**src/rtl/cp0_pkg.sv**
```systemverilog
// Shared CP0 definitions: MIPS ExcCode values, default exception vector and
// the exception-unit FSM state encoding.
package cp0_pkg;
   localparam logic [4:0] EXC_INT  = 5'd0;
   localparam logic [4:0] EXC_ADEL = 5'd4;
   localparam logic [4:0] EXC_ADES = 5'd5;
   localparam logic [4:0] EXC_SYS  = 5'd8;
   localparam logic [4:0] EXC_BP   = 5'd9;
   localparam logic [4:0] EXC_RI   = 5'd10;
   localparam logic [4:0] EXC_OV   = 5'd12;

   localparam logic [31:0] EXC_VECTOR_DEFAULT = 32'hBFC00380;

   localparam logic [1:0] ST_IDLE     = 2'd0;
   localparam logic [1:0] ST_ENTER    = 2'd1;
   localparam logic [1:0] ST_ERET     = 2'd2;
   localparam logic [1:0] ST_REDIRECT = 2'd3;
endpackage

```
**src/rtl/int_sync.sv**
```systemverilog
// Multi-bit flop-chain synchroniser for asynchronous interrupt lines.
module int_sync #(
   parameter int W      = 6,
   parameter int STAGES = 2
) (
   input  logic         clk,
   input  logic         rst,
   input  logic [W-1:0] d,
   output logic [W-1:0] q
);
   logic [STAGES-1:0][W-1:0] pipe;

   always_ff @(posedge clk or posedge rst) begin
      if (rst) begin
         pipe <= '0;
      end else begin
         pipe[0] <= d;
         for (int i = 1; i < STAGES; i++) pipe[i] <= pipe[i-1];
      end
   end

   assign q = pipe[STAGES-1];
endmodule

```
**src/rtl/exception_unit.sv**
```systemverilog
// Commit-point exception/interrupt controller: prioritises causes, strobes
// CP0 updates, flushes the pipe and hands a redirect PC to fetch.
module exception_unit
   import cp0_pkg::*;
#(
   parameter int               WIDTH       = 32,
   parameter logic [WIDTH-1:0] EXC_VECTOR  = WIDTH'(EXC_VECTOR_DEFAULT),
   parameter int               SYNC_STAGES = 2
) (
   input  logic             clk,
   input  logic             rst,
   input  logic             commit_valid,
   input  logic [WIDTH-1:0] commit_pc,
   input  logic             commit_bd,
   input  logic             exc_if_adel,
   input  logic             exc_ri,
   input  logic             exc_ov,
   input  logic             exc_sys,
   input  logic             exc_bp,
   input  logic             exc_mem_adel,
   input  logic             exc_mem_ades,
   input  logic [WIDTH-1:0] mem_vaddr,
   input  logic             commit_eret,
   input  logic [5:0]       hw_int,
   input  logic [1:0]       sw_int,
   input  logic [7:0]       status_im,
   input  logic             status_exl,
   input  logic             status_ie,
   input  logic [WIDTH-1:0] cp0_epc,
   input  logic             redirect_ready,
   output logic             cp0_exc_we,
   output logic [4:0]       cp0_exc_code,
   output logic [WIDTH-1:0] cp0_epc_out,
   output logic             cp0_bd,
   output logic             cp0_badvaddr_we,
   output logic [WIDTH-1:0] cp0_badvaddr,
   output logic             cp0_clr_exl,
   output logic             int_pending,
   output logic             flush,
   output logic             redirect_valid,
   output logic [WIDTH-1:0] redirect_pc
);
   logic [1:0]       state;
   logic [5:0]       hw_sync;
   logic [7:0]       ip;
   logic             take;
   logic [4:0]       code;
   logic             bv_we;
   logic [WIDTH-1:0] bv;
   logic             bv_we_q;

   int_sync #(.W(6), .STAGES(SYNC_STAGES)) u_sync (
      .clk (clk),
      .rst (rst),
      .d   (hw_int),
      .q   (hw_sync)
   );

   assign ip          = {hw_sync, sw_int};
   assign int_pending = (|(ip & status_im)) & status_ie & ~status_exl;

   // Interrupt outranks every synchronous cause; only address errors load BadVAddr.
   always_comb begin
      take  = 1'b1;
      code  = EXC_INT;
      bv_we = 1'b0;
      bv    = commit_pc;
      if (int_pending) begin
         code = EXC_INT;
      end else if (exc_if_adel) begin
         code  = EXC_ADEL;
         bv_we = 1'b1;
      end else if (exc_ri) begin
         code = EXC_RI;
      end else if (exc_ov) begin
         code = EXC_OV;
      end else if (exc_sys) begin
         code = EXC_SYS;
      end else if (exc_bp) begin
         code = EXC_BP;
      end else if (exc_mem_adel) begin
         code  = EXC_ADEL;
         bv_we = 1'b1;
         bv    = mem_vaddr;
      end else if (exc_mem_ades) begin
         code  = EXC_ADES;
         bv_we = 1'b1;
         bv    = mem_vaddr;
      end else begin
         take = 1'b0;
      end
   end

   always_ff @(posedge clk or posedge rst) begin
      if (rst) begin
         state        <= ST_IDLE;
         cp0_exc_code <= '0;
         cp0_epc_out  <= '0;
         cp0_bd       <= 1'b0;
         cp0_badvaddr <= '0;
         bv_we_q      <= 1'b0;
         redirect_pc  <= '0;
      end else begin
         case (state)
            ST_IDLE: begin
               if (commit_valid && take) begin
                  state        <= ST_ENTER;
                  cp0_exc_code <= code;
                  cp0_epc_out  <= commit_bd ? commit_pc - WIDTH'(4) : commit_pc;
                  cp0_bd       <= commit_bd;
                  cp0_badvaddr <= bv;
                  bv_we_q      <= bv_we;
               end else if (commit_valid && commit_eret) begin
                  state <= ST_ERET;
               end
            end
            ST_ENTER: begin
               state       <= ST_REDIRECT;
               redirect_pc <= EXC_VECTOR;
            end
            ST_ERET: begin
               state       <= ST_REDIRECT;
               redirect_pc <= cp0_epc;
            end
            default: begin
               if (redirect_ready) state <= ST_IDLE;
            end
         endcase
      end
   end

   assign cp0_exc_we      = (state == ST_ENTER);
   assign cp0_badvaddr_we = (state == ST_ENTER) & bv_we_q;
   assign cp0_clr_exl     = (state == ST_ERET);
   assign redirect_valid  = (state == ST_REDIRECT);
   assign flush           = (state != ST_IDLE);
endmodule

```
**config.mk**
```make
export PLATFORM = sky130hd
export DESIGN_NAME = exception_unit
export DESIGN_NICKNAME = d
export VERILOG_FILES = /design/src/rtl/cp0_pkg.sv /design/src/rtl/int_sync.sv /design/src/rtl/exception_unit.sv
export SDC_FILE = /design/constraint.sdc
export NUM_CORES = 1
export LEC_CHECK = 0
export BUFFER_PORTS_ARGS = -buffer_cell sky130_fd_sc_hd__buf_2
export CORE_ASPECT_RATIO = 1.1
export CORE_MARGIN = 2
export CORE_UTILIZATION = 47
export DETAILED_ROUTE_END_ITERATION = 10
export PLACE_DENSITY_LB_ADDON = 0.3
export SKIP_LAST_GASP = 1
export SYNTH_ARGS = -nofsm -noshare
export SYNTH_HDL_FRONTEND = slang
export SYNTH_SLANG_ARGS = --single-unit
export TNS_END_PERCENT = 10
```
**constraint.sdc**
```tcl
create_clock -name clk -period 4.7 [get_ports clk]
set_input_delay 0.94 -clock clk [delete_from_list [all_inputs] [get_ports clk]]
set_output_delay 0.94 -clock clk [all_outputs]
set_load 0.03 [all_outputs]
```
Word level (Yosys, flattened, before mapping) --
Index checks and enable logic that the tools add are counted.
Word-level totals: output and inout port bits 108, input bits 127, bits in registers 117
Operators by class: reductions and logical operators 10, $add $sub $neg 1, equal/unequal tests 4, muxes and demuxes 36, bitwise operators 5
Operators by type and width (number):
- $mux 32 | 9
- $pmux 32 s2 | 1
- $sub 32x3->32 const B | 1
- $mux 4 | 6
- $mux 1 | 14
- $and 8x8->8 | 1
- $reduce_or 8->1 | 1
- $mux 2 | 3
- $mux 3 | 2
- $eq 2x2->1 const B | 2
- $pmux 2 s2 | 1
- $reduce_and 2->1 | 2
- $reduce_bool 2->1 | 2
- $and 1x1->1 | 3
- $ne 3x3->1 const B | 1
- $reduce_bool 3->1 | 1
- $eq 2x1->1 const B | 1
- $logic_and 1x1->1 | 2
- $logic_not 2->1 | 1
- $reduce_or 2->1 | 1
- $not 1->1 | 1

Longest topological paths before layout --
Gate-level depths: netlist of the first run.
depth in word-level cells 11, depth in mapped cells 9

Modules after synthesis --
A second synthesis of the first run with hierarchy kept.
Unflattened totals: cells, all modules 482, area total of the unflattened synthesis 5218.8 µm²
Modules (own cells, without submodules):
- exception_unit | seq. area each 2602.5 µm², cells an instance 463, area each 4869.7 µm², instances 1
- int_sync | seq. area each 300.3 µm², cells an instance 19, area each 349.1 µm², instances 1

Worst setup path after synthesis of the first run --
No wires, ideal clock.
path type input port to flip-flop, from in sw_int[0], to reg cp0_badvaddr[0], cell stages on the path 7, slack 1.638 ns, data arrival time 2.927 ns, cell sequence a22oi_1 a41oi_1 or3_1 buf_2 clkbuf_1 mux2i_1 o21ai_0
Between the ends: longest elaborated chain between the ends 7, elaborated cells between the ends (all ways) 8
RTL lines:
- start: declaration | RTL line exception_unit.sv:25 | input logic [1:0] sw_int,
- $and 8x8->8 (*) | RTL line exception_unit.sv:60 | assign int_pending = (|(ip & status_im)) & status_ie & ~status_exl;
- $reduce_or 8->1 (*) | RTL line exception_unit.sv:60
- $and 1x1->1 (*) (2 in a row) | RTL line exception_unit.sv:60
- net int_pending | RTL line exception_unit.sv:38 | output logic int_pending,
- $mux 1 | RTL line exception_unit.sv:68 | if (int_pending) begin
- $logic_and 1x1->1 | RTL line exception_unit.sv:106 | if (commit_valid && take) begin
- $reduce_and 2->1 (no source line)
- end signal: assignment | RTL line exception_unit.sv:111 | cp0_badvaddr <= bv;
- end: declaration | RTL line exception_unit.sv:36 | output logic [WIDTH-1:0] cp0_badvaddr,
The timed path passes the listed nets; every way through them passes the cells marked *. A chain may end at the register's enable or synchronous reset.

Worst setup path after layout of the first run --
from in exc_bp, to reg cp0_badvaddr[4]
Between the ends: longest elaborated chain between the ends 8, elaborated cells between the ends (all ways) 14
RTL lines:
- start: declaration | RTL line exception_unit.sv:19 | input logic exc_bp,
- $mux 1 | RTL line exception_unit.sv:79 | end else if (exc_bp) begin
- $mux 1 | RTL line exception_unit.sv:77 | end else if (exc_sys) begin
- $mux 1 | RTL line exception_unit.sv:75 | end else if (exc_ov) begin
- $mux 1 | RTL line exception_unit.sv:73 | end else if (exc_ri) begin
- $mux 1 | RTL line exception_unit.sv:70 | end else if (exc_if_adel) begin
- $mux 1 | RTL line exception_unit.sv:68
- $logic_and 1x1->1 | RTL line exception_unit.sv:106
- $reduce_and 2->1 (no source line)
Several ways; a longest one is shown, not always the timed one.

==> results of run 1 <==
-- path summary, 6_finish.rpt --
kind	startpoint	to	slack, ns	cells past startpoint
worst min-delay path	u_sync.pipe[5]	u_sync.q[5]	0.35	0
worst max-delay path	exc_bp	cp0_badvaddr[4]	1.55	6
min in group asynchronous	rst	u_sync.pipe[5]	0.77	2
worst min register to register	u_sync.pipe[5]	u_sync.q[5]	0.35	0
worst max register to register	u_sync.q[1]	cp0_badvaddr[4]	2.30	6
max in group asynchronous	rst	cp0_badvaddr[19]	2.90	3
-- worst reg2reg max path: stages (launching register included) --
cell,delay (ns)
dfrtp_1,0.37
a22oi_1,0.19
a41oi_1,0.13
buf_4,0.19
o21ai_4,0.76
buf_4,0.46
o21ai_0,0.17
-- routing by layer --
layer  vias up  GRT usage  wire length (um)
met5         -          0                 0
met4         0      0.105               368
met3        27     0.0581               697
met2       156      0.384              6830
met1      2113      0.274              5350
li1       2141          -                 -
-- registers in the layout, indices dropped and copies added, names as in the netlist --
name and count:
cp0_badvaddr 32, cp0_epc_out 32, redirect_pc 32, u_sync.pipe 6
u_sync.q 6, cp0_exc_code 4, state 2, bv_we_q 1
cp0_bd 1
-- cells in the final DEF (no fill, tap or decap), drive strengths merged, types with 9 or more instances in the layout --
| master | instances |
|---|---|
| nor2 | 9 |
| nand2 | 74 |
| mux2i | 33 |
| nor3 | 15 |
| dfrtp | 116 |
| clkbuf | 17 |
| o21ai | 68 |
| inv | 11 |
| buf | 238 |
| a22o | 20 |
| o22a | 12 |
| nor4 | 12 |
| xnor2 | 25 |
-- Yosys cell counts --
library cell and instances:
dfrtp_1 116, nand2_1 74, o21ai_0 51, mux2i_1 33
xnor2_1 25, a22o_1 20, clkbuf_1 15, o21ai_1 13
o22a_1 12, nor3_1 10, nor4_1 10, inv_1 9
nor2_1 9, buf_2 8, or3_1 6, ha_1 5
nor3_2 5, o31ai_1 5, a21oi_1 4, a22oi_1 4
o21ai_2 4, xor2_1 4, and2_1 3, buf_1 3
mux2_1 3, nand3_1 3, or4_1 3, buf_4 2
mux2_2 2, nor4_2 2, or2_2 2, or4_4 2
a41oi_1 1, buf_12 1, buf_6 1, conb_1 1
nand2b_1 1, nand4_1 1, nor2b_1 1, nor3b_1 1
nor4b_1 1, or3_2 1
-- where the power goes --
| part | internal (mW) | switching (mW) | total (mW) |
|---|---|---|---|
| clock network | 0.837 | 0.474 | 1.31 |
| logic | 0.659 | 1.58 | 2.24 |
| registers | 1.43 | 0.231 | 1.67 |
| total | 2.93 | 2.29 | 5.22 |
-- through the flow --
step / power, mW / setup WS (ns) / area [um2] / util
2_1_floorplan: 3.23 / 0.688 / 5200 / -
3_3_place_gp: 3.86 / 1.24 / 6450 / 0.594
3_5_place_dp: 3.94 / 1.13 / 6450 / 0.594
4_1_cts: 5.26 / 1.57 / 7060 / 0.650
5_1_grt: 5.51 / 1.36 / 7060 / 0.650
6_report: 5.22 / 1.55 / 7060 / 0.650
-- kinds of logic after synthesis --
kind of cell,share of synthesized area
simple gates,0.129
flops,0.558
compound gates,0.141
buf+inv,0.0361
mux,0.0744
xor+xnor,0.0488
fa+ha+maj,0.0120
other cells,0.000721
-- area by class of cell --
class | instances | area (um2) | share of cell area
tap | 147 | 184 | 0.0261
multi-input combinational | 322 | 2120 | 0.301
inverter | 9 | 36.3 | 0.00514
clock buffer | 17 | 425 | 0.0603
timing repair buffer | 238 | 1200 | 0.171
clock inverter | 15 | 183 | 0.0259
sequential | 116 | 2900 | 0.411
==> flow_summary.toml, run 1 <==
[sta]
setup_viol = 0
worst_clock_skew_ns = 0.00573
whs_ns = 0.346
finalSetupTns_ns = 0
rsz0062_at_grt = "no"
fin_crit_ns = 3.15
worstMarginPinSlew_ns = 1.02
min_period_over_period = 0.670
max_slew_margin = 0.321
drv_slew = 0
final_hold_viol_count = 0
fmax_ghz = 0.318

[layout]
final_cell_count_no_fill = 864
area_growth_pct = 35.7
nets = 836
drive_above_1_share = 0.406
fill_cells = 937
antenna-diode-count = 0

[cts]
path_clk_slew_ns = 0.06
clock_sinks = 116
postCtsHoldBufs = 0
cts_max_path_buffers = 2
cts_root_buffer = "clkbuf_16"
clk_latency_ns = 0.40
cts_tree = "yes"
ctsResizeCount = 0
cts_setup_buffers = 0
htree_levels = 4
cts_buffers = 17

[place]
gp_congestion = 0.810
io_buffers = 233
hpwl_mm = 9.71
dp.cells = 832

[global_routing]
gr-usage-all-layers = 0.227
grt_pass1_vias = 4414
grt-ovfl-total = 0
grt_first_pass_wirelength_mm = 21.3
grt_start_max_net_pins = 84
antenna_found_initial = 0

[status]
status = "finished, final reports clean"

[logic_synthesis]
netlist_area_um2 = 5200
yosysTopAreaCell = "dfrtp_1"
ys_ff_latch = 116
synthTopCellsByArea = "dfrtp_1, mux2i_1, nand2_1"
yosysWarningCount = 0
syn_nets = 609
synth_top_area_share = 0.558
synth_cells = 477
seq_area_frac_synth = 0.558
syn_avg_cell_area_um2 = 10.9
netlist-cell-type-count = 42

[die]
die_area_um2 = 11900
std_cell_rows = 40
top_level_ports = 235
core_um2 = 10900
die-height_um = 114
start_util = 0.479
die_x_um = 104

[route]
ant_nets = 0
avgRoutedWirePerCell_um = 15.3
drt_drc_violations_left = 0
drtIter0Drc = 146
viasPerCell = 5.14
first_pass_iters = 4
vias = 4437
drt_wl_total_mm = 13.2

[setup_path]
cpMaxStageDelayCell = "o21ai_4"
worst_path_dominant_cell_family = "simple AND/OR/NAND/NOR gates"
worstPathRequired_ns = 4.97
critPathKind = "in2reg"
worstPathMaxFanout = 40
startpoint_type = "input port"
cp_num_buf_inv = 2
crit_arrival_ns = 3.42
critical-path-max-stage-delay_ns = 0.76
worst_setup_path_end_kind = "register"
worstPathCellList = "buf_2 -> or4_1 -> or3_1 -> o21ai_4 -> buf_4 -> o21ai_0"

[hold_path]
hold_class = "reg2reg"

[power]
p_per_area_nw_per_um2 = 740
ir_worst_vdd_mv = 0.416
p_leak_nw = 3.62

[job]
drv_cap = 0
No activity file was read; power rests on OpenSTA's default activity.
==> inputs of run 2 (changes only) <==
==> constraint.sdc (replaced) <==
create_clock -name clk -period 3 [get_ports clk]
set_input_delay 0.6 -clock clk [delete_from_list [all_inputs] [get_ports clk]]
set_output_delay 0.6 -clock clk [all_outputs]
set_load 0.03 [all_outputs]
==> flow_summary.toml, run 2 (same netlist as run 1, synthesis figures left out) <==
[cts]
htree_levels = 4
postCtsHoldBufs = 0
clock_sinks = 116
ctsResizeCount = 0
cts_buffers = 17
cts_root_buffer = "clkbuf_16"
cts_max_path_buffers = 2
path_clk_slew_ns = 0.06
cts_tree = "yes"
cts_setup_buffers = 0
clk_latency_ns = 0.40

[route]
drt_drc_violations_left = 0
vias = 4445
first_pass_iters = 4
drt_wl_total_mm = 13.2
ant_nets = 0
viasPerCell = 5.13
avgRoutedWirePerCell_um = 15.2
drtIter0Drc = 210

[layout]
drive_above_1_share = 0.408
nets = 839
largest_registers = "cp0_badvaddr: 32 flops, cp0_epc_out: 32 flops, redirect_pc: 32 flops"
area_growth_pct = 36.9
fill_cells = 908
final_cell_mix = "buf_2, dfrtp_1, nand2_1, o21ai_0, mux2i_1"
final_common_cell = "buf_2"
final_cell_count_no_fill = 867
antenna-diode-count = 0

[die]
start_util = 0.479
std_cell_rows = 40
top_level_ports = 235
die_x_um = 104
die_area_um2 = 11900
die-height_um = 114
core_um2 = 10900

[setup_path]
critical-path-max-stage-delay_ns = 0.55
worst_setup_path_end_kind = "register"
cpMaxStageDelayCell = "or4_1"
worst_path_dominant_cell_family = "simple AND/OR/NAND/NOR gates"
crit_arrival_ns = 2.57
cp_num_buf_inv = 2
worstPathMaxFanout = 68
startpoint_type = "input port"
worstPathCellList = "buf_2 -> or4_1 -> or3_1 -> o21ai_4 -> buf_12 -> o21ai_0"
worstPathRequired_ns = 3.26
critPathKind = "in2reg"

[hold_path]
hold_class = "in2reg"

[global_routing]
antenna_found_initial = 0
grt_pass1_vias = 4422
grt_start_max_net_pins = 117
grt_first_pass_wirelength_mm = 21.5
gr-usage-all-layers = 0.227
grt-ovfl-total = 0

[sta]
max_slew_margin = 0.562
worst_clock_skew_ns = 0.0113
final_hold_viol_count = 0
drv_slew = 0
worstMarginPinSlew_ns = 0.658
worst_slack_ns = 0.695
finalSetupTns_ns = 0
fin_crit_ns = 2.31
whs_ns = 0.299
fmax_ghz = 0.434
min_period_over_period = 0.768
rsz0062_at_grt = "no"
setup_viol = 0

[place]
io_buffers = 233
dp.cells = 835
dp_slack_ns = 0.312
hpwl_mm = 9.70
gp_congestion = 0.839

[power]
ir_worst_vdd_mv = 0.555
p_leak_nw = 3.65
p_per_area_nw_per_um2 = 1150
power_mw = 8.19

[status]
status = "finished, final reports clean"

[job]
drv_cap = 0
run 2: worst register-to-register path, stage by stage (launching register included):
cell and delay [ns]:
dfrtp_1 0.40, inv_1 0.08, ha_1 0.60, inv_1 0.45, a21oi_1 0.24, o21ai_0 0.11, mux2i_1 0.17
run 2: report_power, final:
group	switching [mW]	internal [mW]	total [mW]
Clock	0.709	1.34	2.05
Combinational	2.47	1.06	3.53
Sequential	0.361	2.25	2.61
Total	3.54	4.65	8.19
run 2: through the flow:
stage	cell area (um2)	util
floorplan	5200	-
finish	7120	0.656
global placement	6510	0.599
CTS	7120	0.656
detailed placement	6510	0.599
global route	7120	0.656
run 2: area by class of cell:
class / count / area, um2 / share of cell area
clock inverters: 13 / 158 / 0.0221
inverters: 9 / 37.5 / 0.00527
multi-input cells: 322 / 2120 / 0.298
well taps: 147 / 184 / 0.0258
repair buffers: 241 / 1260 / 0.177
flip-flops and latches: 116 / 2900 / 0.408
clock buffers: 19 / 453 / 0.0636
run 2: final timing paths:
kind	startpoint	to	depth (start not counted)	slack, ns
worst max-delay path	exc_bp	cp0_badvaddr[31]	6	0.69
worst min-delay path	hw_int[0]	u_sync.pipe[0]	1	0.30
worst max register to register	state[0]	state[1]	6	0.86
worst min register to register	u_sync.pipe[3]	u_sync.q[3]	0	0.35
max in group asynchronous	rst	cp0_exc_code[1]	3	2.16
min in group asynchronous	rst	u_sync.pipe[0]	3	0.36
run 2: routing by layer:
layer  track usage  part of all wire  routed length [um]
met2         0.383              0.52                6780
met5             0                 0                   0
met1         0.274              0.40                5310
met4         0.112             0.024                 317
met3        0.0552             0.057                 753
==> inputs of run 3 (changes only) <==
--- a/config.mk
+++ b/config.mk
@@ -8,7 +8,7 @@
 export BUFFER_PORTS_ARGS = -buffer_cell sky130_fd_sc_hd__buf_2
 export CORE_ASPECT_RATIO = 1.1
 export CORE_MARGIN = 2
-export CORE_UTILIZATION = 47
+export CORE_UTILIZATION = 43
 export DETAILED_ROUTE_END_ITERATION = 10
 export PLACE_DENSITY_LB_ADDON = 0.3
 export SKIP_LAST_GASP = 1
==> constraint.sdc (replaced) <==
create_clock -name clk -period 2.05 [get_ports clk]
set_input_delay 0.41 -clock clk [delete_from_list [all_inputs] [get_ports clk]]
set_output_delay 0.41 -clock clk [all_outputs]
set_load 0.03 [all_outputs]
==> flow_summary.toml, run 3 (same netlist as run 1, synthesis figures left out) <==
[status]
status = "finished, final reports clean"

[power]
p_leak_nw = 3.79
ir_worst_vdd_mv = 0.812
p_sw_mw = 5.23
seq_power_share = 0.324
p_per_area_nw_per_um2 = 1600
p_clk_frac = 0.220
sw_frac_of_total = 0.442
power_frac_comb = 0.457
internal_power_mw = 6.59

[hold_path]
min-delay-start = "hw_int[2]"
hold_class = "in2reg"

[die]
std_cell_rows = 42
core_um2 = 11900
top_level_ports = 235
start_util = 0.436
die-height_um = 119
die_x_um = 109
die_area_um2 = 13000

[setup_path]
worst_setup_path_end_kind = "primary output"
crit_arrival_ns = 1.62
cp_common_cell = "buf_4"
critPathKind = "reg2out"
cp-startpoint = "u_sync.q[1]"
worst_path_dominant_cell_family = "buffers and inverters"
cp_num_buf_inv = 3
worstPathMaxFanout = 7
worstPathRequired_ns = 1.64
worstPathCellList = "a22oi_2 -> a41oi_2 -> buf_4 -> buf_4 -> buf_6"
critical-path-max-stage-delay_ns = 0.38
startpoint_type = "register"
cpMaxStageDelayCell = "dfrtp_1"
r2r-start = "u_sync.q[1]"

[global_routing]
gr-usage-all-layers = 0.219
use_met3 = 0.0580
grt_start_max_net_pins = 117
grt-ovfl-total = 0
grt_first_pass_wirelength_mm = 22.3
antenna_found_initial = 0
grt_pass1_vias = 4686
grt-busiest-layer = "met2"
met1_usage = 0.258
met2_usage = 0.377

[sta]
whs_ns = 0.110
finalSetupTns_ns = 0
setup_viol = 0
final_hold_viol_count = 0
max_slew_margin = 0.503
worst_clock_skew_ns = 0.0104
rsz0062_at_grt = "yes"
drv_slew = 0
min_period_over_period = 0.991
fin_crit_ns = 2.03
worstMarginPinSlew_ns = 0.746
worst_slack_ns = 0.0188
fmax_ghz = 0.492

[place]
hpwl_mm = 10.1
dp_slack_ns = -0.358
dp.cells = 873
gp_congestion = 0.799
io_buffers = 233

[cts]
cts_tree = "yes"
htree_levels = 4
cts_max_path_buffers = 2
postCtsHoldBufs = 0
cts_root_buffer = "clkbuf_16"
path_clk_slew_ns = 0.05
clock_sinks = 116
cts_buffers = 17
clk_latency_ns = 0.41
cts_setup_buffers = 0

[route]
drtIter0Drc = 210
ant_nets = 0
drt_wl_total_mm = 14.0
drt_drc_violations_left = 0
avgRoutedWirePerCell_um = 15.5
vias = 4585
viasPerCell = 5.06
first_pass_iters = 6

[layout]
largest_registers = "cp0_badvaddr: 32 flops, cp0_epc_out: 32 flops, redirect_pc: 32 flops"
final_common_cell = "buf_2"
final_cell_mix = "buf_2, dfrtp_1, nand2_1, o21ai_0"
drive_above_1_share = 0.437
final_cell_count_no_fill = 906
nets = 871
area_growth_pct = 41.8

[job]
drv_cap = 0
## run 3: changes by cell type in the layout (fill, tap and decap cells not counted), moves of 2 or more
cell       change
o21ai_1        +2
buf_12         +3
a22oi_2        +3
clkinv_2       +2
clkbuf_1       +2
buf_4         +28
bufinv_16      -3
o21ai_0        -2
a22oi_1        -3
clkinv_4       -2
## run 3: per-stage QoR
stage / cell area [um2] / total power [mW] / util
global route: 7370 / 12.5 / 0.618
finish: 7380 / 11.8 / 0.618
CTS: 7340 / 11.9 / 0.615
floorplan: 5200 / 7.40 / -
detailed placement: 6790 / 9.28 / 0.569
global placement: 6790 / 9.10 / 0.569
## run 3: power by group through the flow
stage	sequential, mW	combinational, mW	clock (mW)
floorplan	5.70	1.69	0
global placement	3.80	5.31	0
detailed placement	3.84	5.44	0
CTS	3.83	5.45	2.64
global route	3.95	5.80	2.76
finish	3.82	5.40	2.60
## run 3: repair_timing
item	4_1_cts	5_1_grt
pin swaps	1	0
endpoints found under the setup margin	1	34
gates resized for setup	6	4
gates cloned	0	1
## run 3: area by class of cell
class / count / area [um2]
antenna: 1 / 2.50
clock buffer: 21 / 460
clock inverter: 10 / 60.1
fill: 967 / 4550
inverter: 9 / 37.5
multi-input combinational: 322 / 2150
sequential: 116 / 2900
tap: 154 / 193
timing repair buffer: 273 / 1570
## run 3: routing by layer
layer | part of all wire | vias to the layer above
li1 | - | 2210
met1 | 0.40 | 2206
met2 | 0.52 | 146
met3 | 0.051 | 23
met4 | 0.020 | 0
met5 | 0 | -
## run 3: final timing paths
kind | to | slack, ns | cells past startpoint
worst max-delay path | int_pending | 0.02 | 5
worst min-delay path | u_sync.pipe[2] | 0.11 | 1
worst max register to register | cp0_badvaddr[17] | 0.12 | 7
worst min register to register | u_sync.q[1] | 0.35 | 0
max in group asynchronous | cp0_badvaddr[28] | 1.42 | 3
min in group asynchronous | u_sync.pipe[5] | 0.20 | 3
